File: src/rtl/dlyprog_line.sv
// ============================================================================
// Module   : dlyprog_line
// Brief    : WIDTH-bit, DEPTH-stage shift-register delay line with a run-time
//            selectable tap (0..DEPTH enabled cycles) and a tap-valid flag.
//            Optional macro DLYPROG_LINE_ZMASK_EN zeroes Z while VLD is low.
// Revision : 1.0 - initial release
// ============================================================================
`default_nettype none

module dlyprog_line #(
    parameter int WIDTH = 4,
    parameter int DEPTH = 8,
    localparam int SW   = $clog2(DEPTH + 1)
) (
    input  logic             CLK,
    input  logic             RST,
    input  logic             EN,
    input  logic [SW-1:0]    SEL,
    input  logic [WIDTH-1:0] I,
    output logic [WIDTH-1:0] Z,
    output logic             VLD
);

    localparam logic [SW-1:0] c_depth = SW'(DEPTH);
    localparam logic [SW-1:0] c_one   = SW'(1);

    logic [WIDTH-1:0] r_stage [DEPTH];
    logic [SW-1:0]    r_sel_q;
    logic [SW-1:0]    r_fill;

    logic [SW-1:0]    w_sel_eff;
    logic [WIDTH-1:0] w_tap;
    logic [WIDTH-1:0] w_raw;
    logic             w_vld;

    assign w_sel_eff = (SEL > c_depth) ? c_depth : SEL;

    // Data path: stages only move on enabled edges and are never flushed.
    always_ff @(posedge CLK) begin
        if (RST) begin
            for (int k = 0; k < DEPTH; k++) begin
                r_stage[k] <= '0;
            end
        end else if (EN) begin
            r_stage[0] <= I;
            for (int k = 1; k < DEPTH; k++) begin
                r_stage[k] <= r_stage[k-1];
            end
        end
    end

    // A select change restarts the fill count; the shift on that same edge
    // already counts as the first genuinely delayed sample.
    always_ff @(posedge CLK) begin
        if (RST) begin
            r_sel_q <= c_depth;
            r_fill  <= '0;
        end else begin
            r_sel_q <= w_sel_eff;
            if (w_sel_eff != r_sel_q) begin
                r_fill <= EN ? c_one : '0;
            end else if (EN && (r_fill < c_depth)) begin
                r_fill <= r_fill + c_one;
            end
        end
    end

    always_comb begin
        w_tap = r_stage[0];
        for (int k = 0; k < DEPTH; k++) begin
            if (r_sel_q == SW'(k + 1)) begin
                w_tap = r_stage[k];
            end
        end
    end

    assign w_raw = (r_sel_q == '0) ? I : w_tap;
    assign w_vld = (r_fill >= r_sel_q);
    assign VLD   = w_vld;

`ifdef DLYPROG_LINE_ZMASK_EN
    assign Z = w_vld ? w_raw : '0;
`else
    assign Z = w_raw;
`endif

endmodule

`default_nettype wire
File: config.mk
export PLATFORM = sky130hd
export DESIGN_NAME = dlyprog_line
export DESIGN_NICKNAME = d
export VERILOG_FILES = /design/src/rtl/dlyprog_line.sv
export SDC_FILE = /design/constraint.sdc
export NUM_CORES = 1
export LEC_CHECK = 0
export CORE_MARGIN = 5
export CORE_UTILIZATION = 60
export DETAILED_ROUTE_END_ITERATION = 16
export DONT_BUFFER_PORTS = 1
export HOLD_SLACK_MARGIN = 0.1
export PLACE_DENSITY = 0.76
export SYNTH_ARGS = -nofsm -noshare
export SYNTH_HDL_FRONTEND = slang
export SYNTH_SLANG_ARGS = --single-unit
File: constraint.sdc
create_clock -name CLK -period 3.7 [get_ports CLK]
set_input_delay 0.74 -clock CLK [delete_from_list [all_inputs] [get_ports CLK]]
set_output_delay 0.74 -clock CLK [all_outputs]
set_load 0.02 [all_outputs]
=== Word-level counts from Yosys, hierarchy flattened ===
Memories as Yosys holds them, arrays and structs flattened.
Index checks and enable logic that the tools add are counted.

* Flip-flop bits (word level): 8
* RAM bits: 32
* Output and inout bits: 5
* Word-level logic and storage cells: 51
* Memories kept: 1

* $add $sub $neg: 1
* Order comparisons: 3
* Equal/unequal tests: 8
* Muxes and demuxes: 25
* Bitwise logic cells: 8
* Reduce and logical (&&, ||, !) cells: 3

{| class="wikitable"
|+ Memory list
! name !! depth !! width !! rd ports !! clocked after Yosys merged registers in !! wr ports !! RTL line !! RTL
|-
| r_stage || 8 || 4 || 8 || 0 || 8 || 27 || <nowiki>logic [WIDTH-1:0] r_stage [DEPTH];</nowiki>
|}

{| class="wikitable"
|+ Operators with widths
! cell !! count
|-
| two-way mux 4 bit || 19
|-
| == test 4 x 3 -> 1 bit, second input constant || 4
|-
| == test 4 x 2 -> 1 bit, second input constant || 2
|-
| bitwise OR 1 bit || 8
|-
| two-way mux 1 bit || 6
|-
| adder 4 x 1 -> 4 bit, second input constant || 1
|-
| == test 4 bit, second input constant || 1
|-
| greater-or-equal comparator 4 bit || 1
|-
| > comparator 4 bit, second input constant || 1
|-
| zero test 4 bit || 1
|-
| less-than comparator 4 bit, second input constant || 1
|-
| != test 4 bit || 1
|-
| nonzero test 2 bit || 1
|-
| logical AND 1 bit || 1
|}

=== Logic depth before layout (Yosys ltp) ===
Gate-level depths: netlist of run 1.

* Depth in word-level cells: 9
* Depth in mapped cells: 6

=== Worst setup path after synthesis of run 1 ===
OpenSTA, ideal clock, no wires.

* Path kind: input to output
* Start: input I[0]
* End: output Z[0]
* Data arrival time: 1.450 ns
* Setup slack: 1.510 ns
* Cell stages on the path: 4
* Buffers on the path: 0
* Cell sequence: mux2_1 > a22oi_1 > o41a_1 > o21ai_1

* Longest elaborated chain between the ends: 1

{| class="wikitable"
|+ Ends and longest elaborated chain
! what !! RTL line !! RTL
|-
| from (decl) || 19 || <nowiki>input logic [WIDTH-1:0] I,</nowiki>
|-
| two-way mux 4 bit || 77 || <nowiki>assign w_raw = (r_sel_q == '0) ? I : w_tap;</nowiki>
|-
| to (decl) || 20 || <nowiki>output logic [WIDTH-1:0] Z,</nowiki>
|}

Every way passes these cells.

=== Final worst setup path of run 1 ===
* Start: register r_sel_q[3]
* End: output Z[0]

* Longest elaborated chain between the ends: 9
* Elaborated cells on any way between the ends: 16

{| class="wikitable"
|+ Ends and longest elaborated chain
! what !! RTL line !! RTL
|-
| from (decl) || 28 || <nowiki>logic [SW-1:0] r_sel_q;</nowiki>
|-
| from (signal assigned) || 56 || <nowiki>r_sel_q <= c_depth;</nowiki>
|-
| from (signal assigned) || 59 || <nowiki>r_sel_q <= w_sel_eff;</nowiki>
|-
| == test 4 x 2 -> 1 bit || 71 || <nowiki>if (r_sel_q == SW'(k + 1)) begin</nowiki>
|-
| two-way mux 4 bit (7 in series) || 71 ||
|-
| two-way mux 4 bit (*) || 77 ||
|}

Every way passes the cells marked *; elsewhere a longest branch is shown, timed or not.

==> summary.md, run 1 <==
| Metric | Value |
|---|---|
| Post-synth EDFFs | 32 |
| Post-cts repair resize count | 0 |
| First-pass GRT wire length | 6886 um |
| Root buffer cell | sky130_fd_sc_hd__clkbuf_4 |
| Logic depth of the worst register-to-register path | 4 |
| Placeable Area | 0.003390 mm^2 |
| FF-to-FF setup slack | 2.29 ns |
| Crit path arrival time | 2.19 ns |
| Detailed placer's ending HPWL | 2994 um |
| Total power consumption of the routed design | 0.0008327 W |
| Number of storage elements in the synthesis netlist | 40 |
| Share of the clock period used by the worst path | 0.7921 |
| Cell breakdown of the critical path | inv_1 > and3_4 > a221oi_1 > o21ai_1 |
| Maximum level of the CTS H-tree | 2 |
| Average cell area after synthesis | 11.60 um^2 |
| Remaining antenna violation count after routing | 0 |
| Tightest Hold Check Type | primary input to flop |
| Biggest area contributors in the synthesized netlist | sky130_fd_sc_hd__edfxtp_1 (45%), sky130_fd_sc_hd__and2_1 (8.0%), sky130_fd_sc_hd__dfxtp_1 (7.5%), sky130_fd_sc_hd__nor2b_1 (3.2%), sky130_fd_sc_hd__ha_1 (2.9%) |
| Max-capacitance violation count | 0 |
| Setup Fix Bufs, Post-CTS | 0 |
| Clock-pin slew reported for the worst setup and hold paths after clock tree synthesis | 0.11 ns |
| Hold Fails Final Rpt | 0 |
| Share of synthesized registers carrying an async set or reset | 0 |
| FF-to-FF End | r_fill[2] |
| Setup-violating endpoint count in the final report | 0 |
| Setup clock skew after layout | 0.004926 ns |
| Total die area | 0.004828 mm^2 |
| Required time at the worst-slack endpoint | 2.96 ns |
| Number of max-slew violations in the final report | 0 |
| Post-synthesis net count | 199 |
| Beginning of the critical path | r_sel_q[3] |
| Hold path startpoint | RST |
| Count of warnings emitted by yosys | 0 |
| Post-detailed-route via-to-cell ratio | 5.899 |
| Maximum number of pins on one net before global-route repair | 33 |
| Biggest area consumer among synthesized cells | sky130_fd_sc_hd__edfxtp_1 |
| Number of sinks handled by clock tree synthesis | 40 |
| Total overflow reported by the global router | 0 |
| Net total in the final layout | 197 |
| First DRT Iteration DRCs | 114 |
| Aggregate routed wire length | 4009 um |
| Layout filler cell count | 277 |
| DR DRC count | 0 |
| N_diodes | 0 |
| Worst IR Drop VDD | 0.0002456 V |
| Startpoint types | flop |
| Shortest clock period the worst path allows after layout | 2.931 ns |
| I/O pin total | 16 |
| Most instantiated library cell after synthesis | sky130_fd_sc_hd__edfxtp_1 |
| Die X | 69.49 um |
| Portion of synthesized cell area occupied by the leading cell type | 0.4526 |
| Setup repair after global routing missed its margin | false |
| Count of buffers from port buffering | 0 |
| Critical Path Fanout Max | 19 |
| Routed wirelength normalized by instance count | 17.66 um |
| Vert. Die Dim | 69.49 um |
| Number of rows in the core area | 21 |
| Worst Setup EP | Z[0] |
| TritonCTS clock tree | done |
| Number of buffers inserted during clock tree synthesis | 5 |
| Worst slew margin relative to its limit | 0.2881 |
| Outcome | complete, no violations |
| Number of global-route vias before repair | 1426 |
| Prevailing post-synth register cell | sky130_fd_sc_hd__edfxtp_1 |
| Distinct cells, synth | 37 |
| Cell types with the highest counts after synthesis | sky130_fd_sc_hd__edfxtp_1 (32), sky130_fd_sc_hd__and2_1 (27), sky130_fd_sc_hd__nor2b_1 (11) |
| Slowest stage cell on the critical path | sky130_fd_sc_hd__dfxtp_1 |
| Total global-route track usage | 0.1819 |
| Area delta synth->final | 2.004% |
| Tightest Pin Transition | 1.066 ns |
| Max stage delay on crit path | 0.71 ns |
| Share of final-layout standard cells stronger than drive strength 1 | 0.06077 |
| Endpoint type of the worst setup path | primary output |
| Buffers from clock root to sink, at most | 2 |
| Gate Count Post-Synth | 183 |
| PwrDens | 384.5 mW/mm^2 |
| DR vias | 1339 |
| Max Fclk | 0.3412 GHz |
| Hold-fix buffer count after cts | 0 |
| Number of iterations in the first detailed-routing pass | 4 |
| Setup tns final | 0 ns |
| Sequential element share of the synthesized area | 0.5280 |
| Post-Syn Area | 0.002123 mm^2 |
| Clock latency on the worst-skew pair | 0.34 ns |
| Cell leakage power | 0.8444 nW |
| Initial core utilization | 0.6264 |
| Antenna violations before repair | 0 |
| Class of the most critical setup path | flop to primary output |
| Beginning of the worst register-to-register path | r_sel_q[0] |
| GP Congestion | 0.8549 |
-- worst min-delay path by stage --
stage | cells past startpoint | endpoint | slack, ns
finish | 1 | r_fill[3] | 0.47
global route | 1 | r_fill[3] | 0.45
floorplan | 1 | r_stage[0][4] | 0.52
CTS | 1 | r_fill[3] | 0.46
global placement | 1 | r_stage[1][0] | 0.55
detailed placement | 1 | r_stage[0][12] | 0.55
-- cell families (layout without fill, tap and decap cells) --
logic type / after synthesis / count (layout) / synth area share
XOR/XNOR: 4 / 4 / 0.01650
buffers and inverters: 15 / 13 / 0.03889
AND/OR/NAND/NOR: 66 / 66 / 0.1921
multiplexers: 6 / 6 / 0.03064
AO/OA/AOI/OAI: 47 / 47 / 0.1644
flip-flops: 40 / 40 / 0.5280
adder cells (fa/ha/maj): 5 / 5 / 0.02946
-- report_power, final --
part | leakage (nW) | switching (W) | internal, W
clock | 0.0254 | 0.000130 | 0.0000717
combinational | 0.401 | 0.0000529 | 0.0000410
sequential | 0.418 | 0.0000218 | 0.000515
-- critical path, delay by kind of cell, from the launching register on --
kind | cells | cell delay, ns
AO/OA/AOI/OAI | 2 | 0.56
buffers and inverters | 1 | 0.31
flip-flops | 1 | 0.71
AND/OR/NAND/NOR | 1 | 0.27
-- cell type report --
cell class	count	area [um^2]	share of cell area
inverters	6	22.52	0.01040
multi-input cells	128	919.6	0.4246
flip-flops and latches	40	1121	0.5176
well taps	46	57.56	0.02657
clock buffers	7	45.04	0.02080
-- sequential cells by signal, indices dropped and copies added (netlist names) --
register / count
r_stage: 32
r_fill: 4
r_sel_q: 4
-- layout by cell type (no fill, tap or decap), types with 3 or more instances in the layout --
cell / n
sky130_fd_sc_hd__o41a_1: 4
sky130_fd_sc_hd__and2_1: 27
sky130_fd_sc_hd__dfxtp_1: 8
sky130_fd_sc_hd__mux2_1: 4
sky130_fd_sc_hd__inv_1: 6
sky130_fd_sc_hd__ha_1: 5
sky130_fd_sc_hd__o21ai_1: 4
sky130_fd_sc_hd__a22oi_1: 4
sky130_fd_sc_hd__a21oi_1: 10
sky130_fd_sc_hd__a221oi_1: 4
sky130_fd_sc_hd__clkbuf_4: 5
sky130_fd_sc_hd__nor2b_1: 11
sky130_fd_sc_hd__nand2_1: 7
sky130_fd_sc_hd__nor3_1: 4
sky130_fd_sc_hd__xnor2_1: 3
sky130_fd_sc_hd__nor2_1: 4
sky130_fd_sc_hd__a21o_1: 6
sky130_fd_sc_hd__a21boi_0: 8
sky130_fd_sc_hd__edfxtp_1: 32
sky130_fd_sc_hd__a311o_1: 4
-- per-stage QoR --
step	cell area, um^2	instances	setup slack, ns	hold WS (ns)	util
floorplan	2123	183	1.510	0.5168	-
global placement	2121	220	1.255	0.5458	0.6257
detailed placement	2121	220	1.150	0.5518	0.6257
CTS	2166	227	0.7540	0.4566	0.6390
global route	2166	227	0.5500	0.4472	0.6390
finish	2166	227	0.7694	0.4655	0.6390
-- per-layer routing --
metal	part of all wire	GRT usage	up-vias	wire length [um]
li1	-	-	668	-
met3	0.049	0.05072	8	196
met2	0.49	0.2934	30	1955
met1	0.45	0.2234	633	1788
met5	0	0	-	0
met4	0.017	0.08894	0	68
No activity file was read; power rests on OpenSTA's default activity.
==> inputs of run 2 (changes only) <==
==> constraint.sdc (replaced) <==
create_clock -name CLK -period 3 [get_ports CLK]
set_input_delay 0.6 -clock CLK [delete_from_list [all_inputs] [get_ports CLK]]
set_output_delay 0.6 -clock CLK [all_outputs]
set_load 0.02 [all_outputs]
==> run 2 against run 1 <==
Against the previous run:
- die area did not move
- global-route usage down 0.88 points
- power is 24% higher
- cell count is 0.88% higher
- setup slack worse by 0.38 ns
- largest cell class unchanged
- wire length is 2.3% lower
- non-clock buffer count is 1 higher
- sequential cell count is the same
- cell area grew 0.64%
- critical path type unchanged
- register-to-register slack worse by 0.67 ns
- first-iteration DRC count down 9.6%
==> summary.md, run 2 (synthesis gave the netlist of run 1 again) <==
| Metric | Value |
|---|---|
| Outcome | complete, no violations |
| Endpoint type of the worst setup path | primary output |
| Setup tns final | 0 ns (unchanged) |
| Share of final-layout standard cells stronger than drive strength 1 | 0.07650 (+0.01573) |
| Placed standard-cell area | 0.002128 mm^2 (+0.35%) |
| First-pass GRT wire length | 6589 um (-4.3%) |
| Die X | 69.49 um (unchanged) |
| Class of the most critical setup path | flop to primary output |
| Final hold slack | 0.3202 ns (-0.1453 ns) |
| Hold Fails Final Rpt | 0 (unchanged) |
| Startpoint types | flop |
| Cell leakage power | 0.8532 nW (+1.0%) |
| Number of buffers inserted during clock tree synthesis | 5 (unchanged) |
| Critical Path Fanout Max | 9 (-10) |
| Tightest Hold Check Type | primary input to flop |
| I/O pin total | 16 (unchanged) |
| Number of sinks handled by clock tree synthesis | 40 (unchanged) |
| Crit path arrival time | 2.01 ns (-0.18 ns) |
| Total die area | 0.004828 mm^2 (unchanged) |
| Setup repair after global routing missed its margin | false |
| Maximum level of the CTS H-tree | 2 (unchanged) |
| Flip-flop count of the largest register after layout | 32 (unchanged) |
| Tightest Pin Transition | 0.7251 ns (-0.3406 ns) |
| DR vias | 1367 (+2.1%) |
| TritonCTS clock tree | done |
| Commonest cells after routing, fill and taps aside | sky130_fd_sc_hd__edfxtp_1 (32), sky130_fd_sc_hd__and2_1 (27), sky130_fd_sc_hd__nor2b_1 (11) |
| Worst IR Drop VDD | 0.0002838 V (+16%) |
| Vert. Die Dim | 69.49 um (unchanged) |
| N_diodes | 0 (unchanged) |
| Worst-case setup slack after placement | 0.6210 ns (-0.5286 ns) |
| Largest register by flop count | r_stage |
| Share of the clock period used by the worst path | 0.8691 |
| Post-detailed-route via-to-cell ratio | 5.969 (+1.2%) |
| Aggregate routed wire length | 3918 um (-2.3%) |
| First DRT Iteration DRCs | 103 (-9.6%) |
| GP Congestion | 0.8538 (-0.13%) |
| Number of global-route vias before repair | 1387 (-2.7%) |
| Regs by FF count | r_stage (32), r_fill (4), r_sel_q (4) |
| Post-layout worst setup margin | 0.3927 ns (-0.3766 ns) |
| Net total in the final layout | 198 (+0.51%) |
| Maximum number of pins on one net before global-route repair | 33 (unchanged) |
| Setup-violating endpoint count in the final report | 0 (unchanged) |
| Routed wirelength normalized by instance count | 17.11 um (-3.1%) |
| Setup clock skew after layout | 0.002895 ns (-0.002031 ns) |
| Max-capacitance violation count | 0 (unchanged) |
| Initial core utilization | 0.6264 (unchanged) |
| Max Fclk | 0.3835 GHz |
| FF-to-FF setup slack | 1.62 ns (-0.67 ns) |
| Layout filler cell count | 263 (-5.1%) |
| Detailed placer's ending HPWL | 2945 um (-1.7%) |
| Area delta synth->final | 2.652% |
| Number of max-slew violations in the final report | 0 (unchanged) |
| Layout Cell Area excl Fill | 0.002180 mm^2 (+0.64%) |
| Total overflow reported by the global router | 0 (unchanged) |
| Shortest clock period the worst path allows after layout | 2.607 ns |
| Finished Core Util | 0.6430 (+0.004061) |
| Root buffer cell | sky130_fd_sc_hd__clkbuf_4 |
| Setup Fix Bufs, Post-CTS | 0 (unchanged) |
| Total global-route track usage | 0.1731 (-0.008762) |
| Count of buffers from port buffering | 0 (unchanged) |
| Clock latency on the worst-skew pair | 0.34 ns (about the same) |
| Placeable Area | 0.003390 mm^2 (unchanged) |
| Footprint of the multi-input gates | 919.6 um^2 (unchanged) |
| Post-cts repair resize count | 0 (unchanged) |
| Sequential cell area | 0.001122 mm^2 (+0.11%) |
| Worst slew margin relative to its limit | 0.5166 (+0.2285) |
| Clock-pin slew reported for the worst setup and hold paths after clock tree synthesis | 0.11 ns (about the same) |
| PwrDens | 473.3 mW/mm^2 (+23%) |
| Most common cell after layout, fill and taps aside | sky130_fd_sc_hd__edfxtp_1 |
| Number of rows in the core area | 21 (unchanged) |
| Hold-fix buffer count after cts | 0 (unchanged) |
| Remaining antenna violation count after routing | 0 (unchanged) |
| Antenna violations before repair | 0 (unchanged) |
| Number of iterations in the first detailed-routing pass | 4 (unchanged) |
| Buffers from clock root to sink, at most | 2 (unchanged) |
| Required time at the worst-slack endpoint | 2.40 ns (-0.56 ns) |
| DR DRC count | 0 (unchanged) |
==> run 2: cell count changes in the layout (fill, tap and decap cells not counted), sizes merged <==
cell / previous run / this run
buf: 0 / 1
clkinv: 0 / 1
==> run 2: path summary, 6_finish.rpt <==
check	from	cells past startpoint	to
min	RST	1	r_fill[2]
max reg2reg	r_sel_q[0]	4	r_fill[1]
max	r_sel_q[1]	4	Z[3]
min reg2reg	r_stage[0][10]	1	r_stage[0][14]
==> run 2: through the flow <==
step,power [W],std cells
finish,0.001032,229
global route,0.001086,229
CTS,0.001044,229
detailed placement,0.0007914,221
global placement,0.0007841,221
floorplan,0.0007669,183
==> run 2: critical path, cell delays in order, from the launching register on <==
cell,delay [ns]
sky130_fd_sc_hd__dfxtp_1,0.54
sky130_fd_sc_hd__nor2b_2,0.37
sky130_fd_sc_hd__and3_4,0.25
sky130_fd_sc_hd__a221oi_1,0.08
sky130_fd_sc_hd__o21ai_1,0.42
==> run 2: cell type report <==
cell class,count,share of cell area
flip-flops and latches,40,0.5149
clock inverters,1,0.002296
repair buffers,1,0.003444
clock buffers,7,0.02067
well taps,46,0.02641
inverters,6,0.01033
multi-input cells,128,0.4219
==> run 2: per-layer routing <==
layer	vias to the layer above	routed length (um)	track usage
met3	11	246	0.05942
li1	678	-	-
met1	640	1686	0.2097
met5	-	0	0
met2	38	1895	0.2839
met4	0	89	0.06508
==> run 2: power breakdown <==
| group | internal [W] | total, W | switching [W] | leakage [nW] |
|---|---|---|---|---|
| Combinational | 0.0000514 | 0.000117 | 0.0000656 | 0.406 |
| Clock | 0.0000914 | 0.000253 | 0.000162 | 0.0293 |
| Sequential | 0.000635 | 0.000662 | 0.0000264 | 0.418 |
| Total | 0.000778 | 0.00103 | 0.000254 | 0.853 |
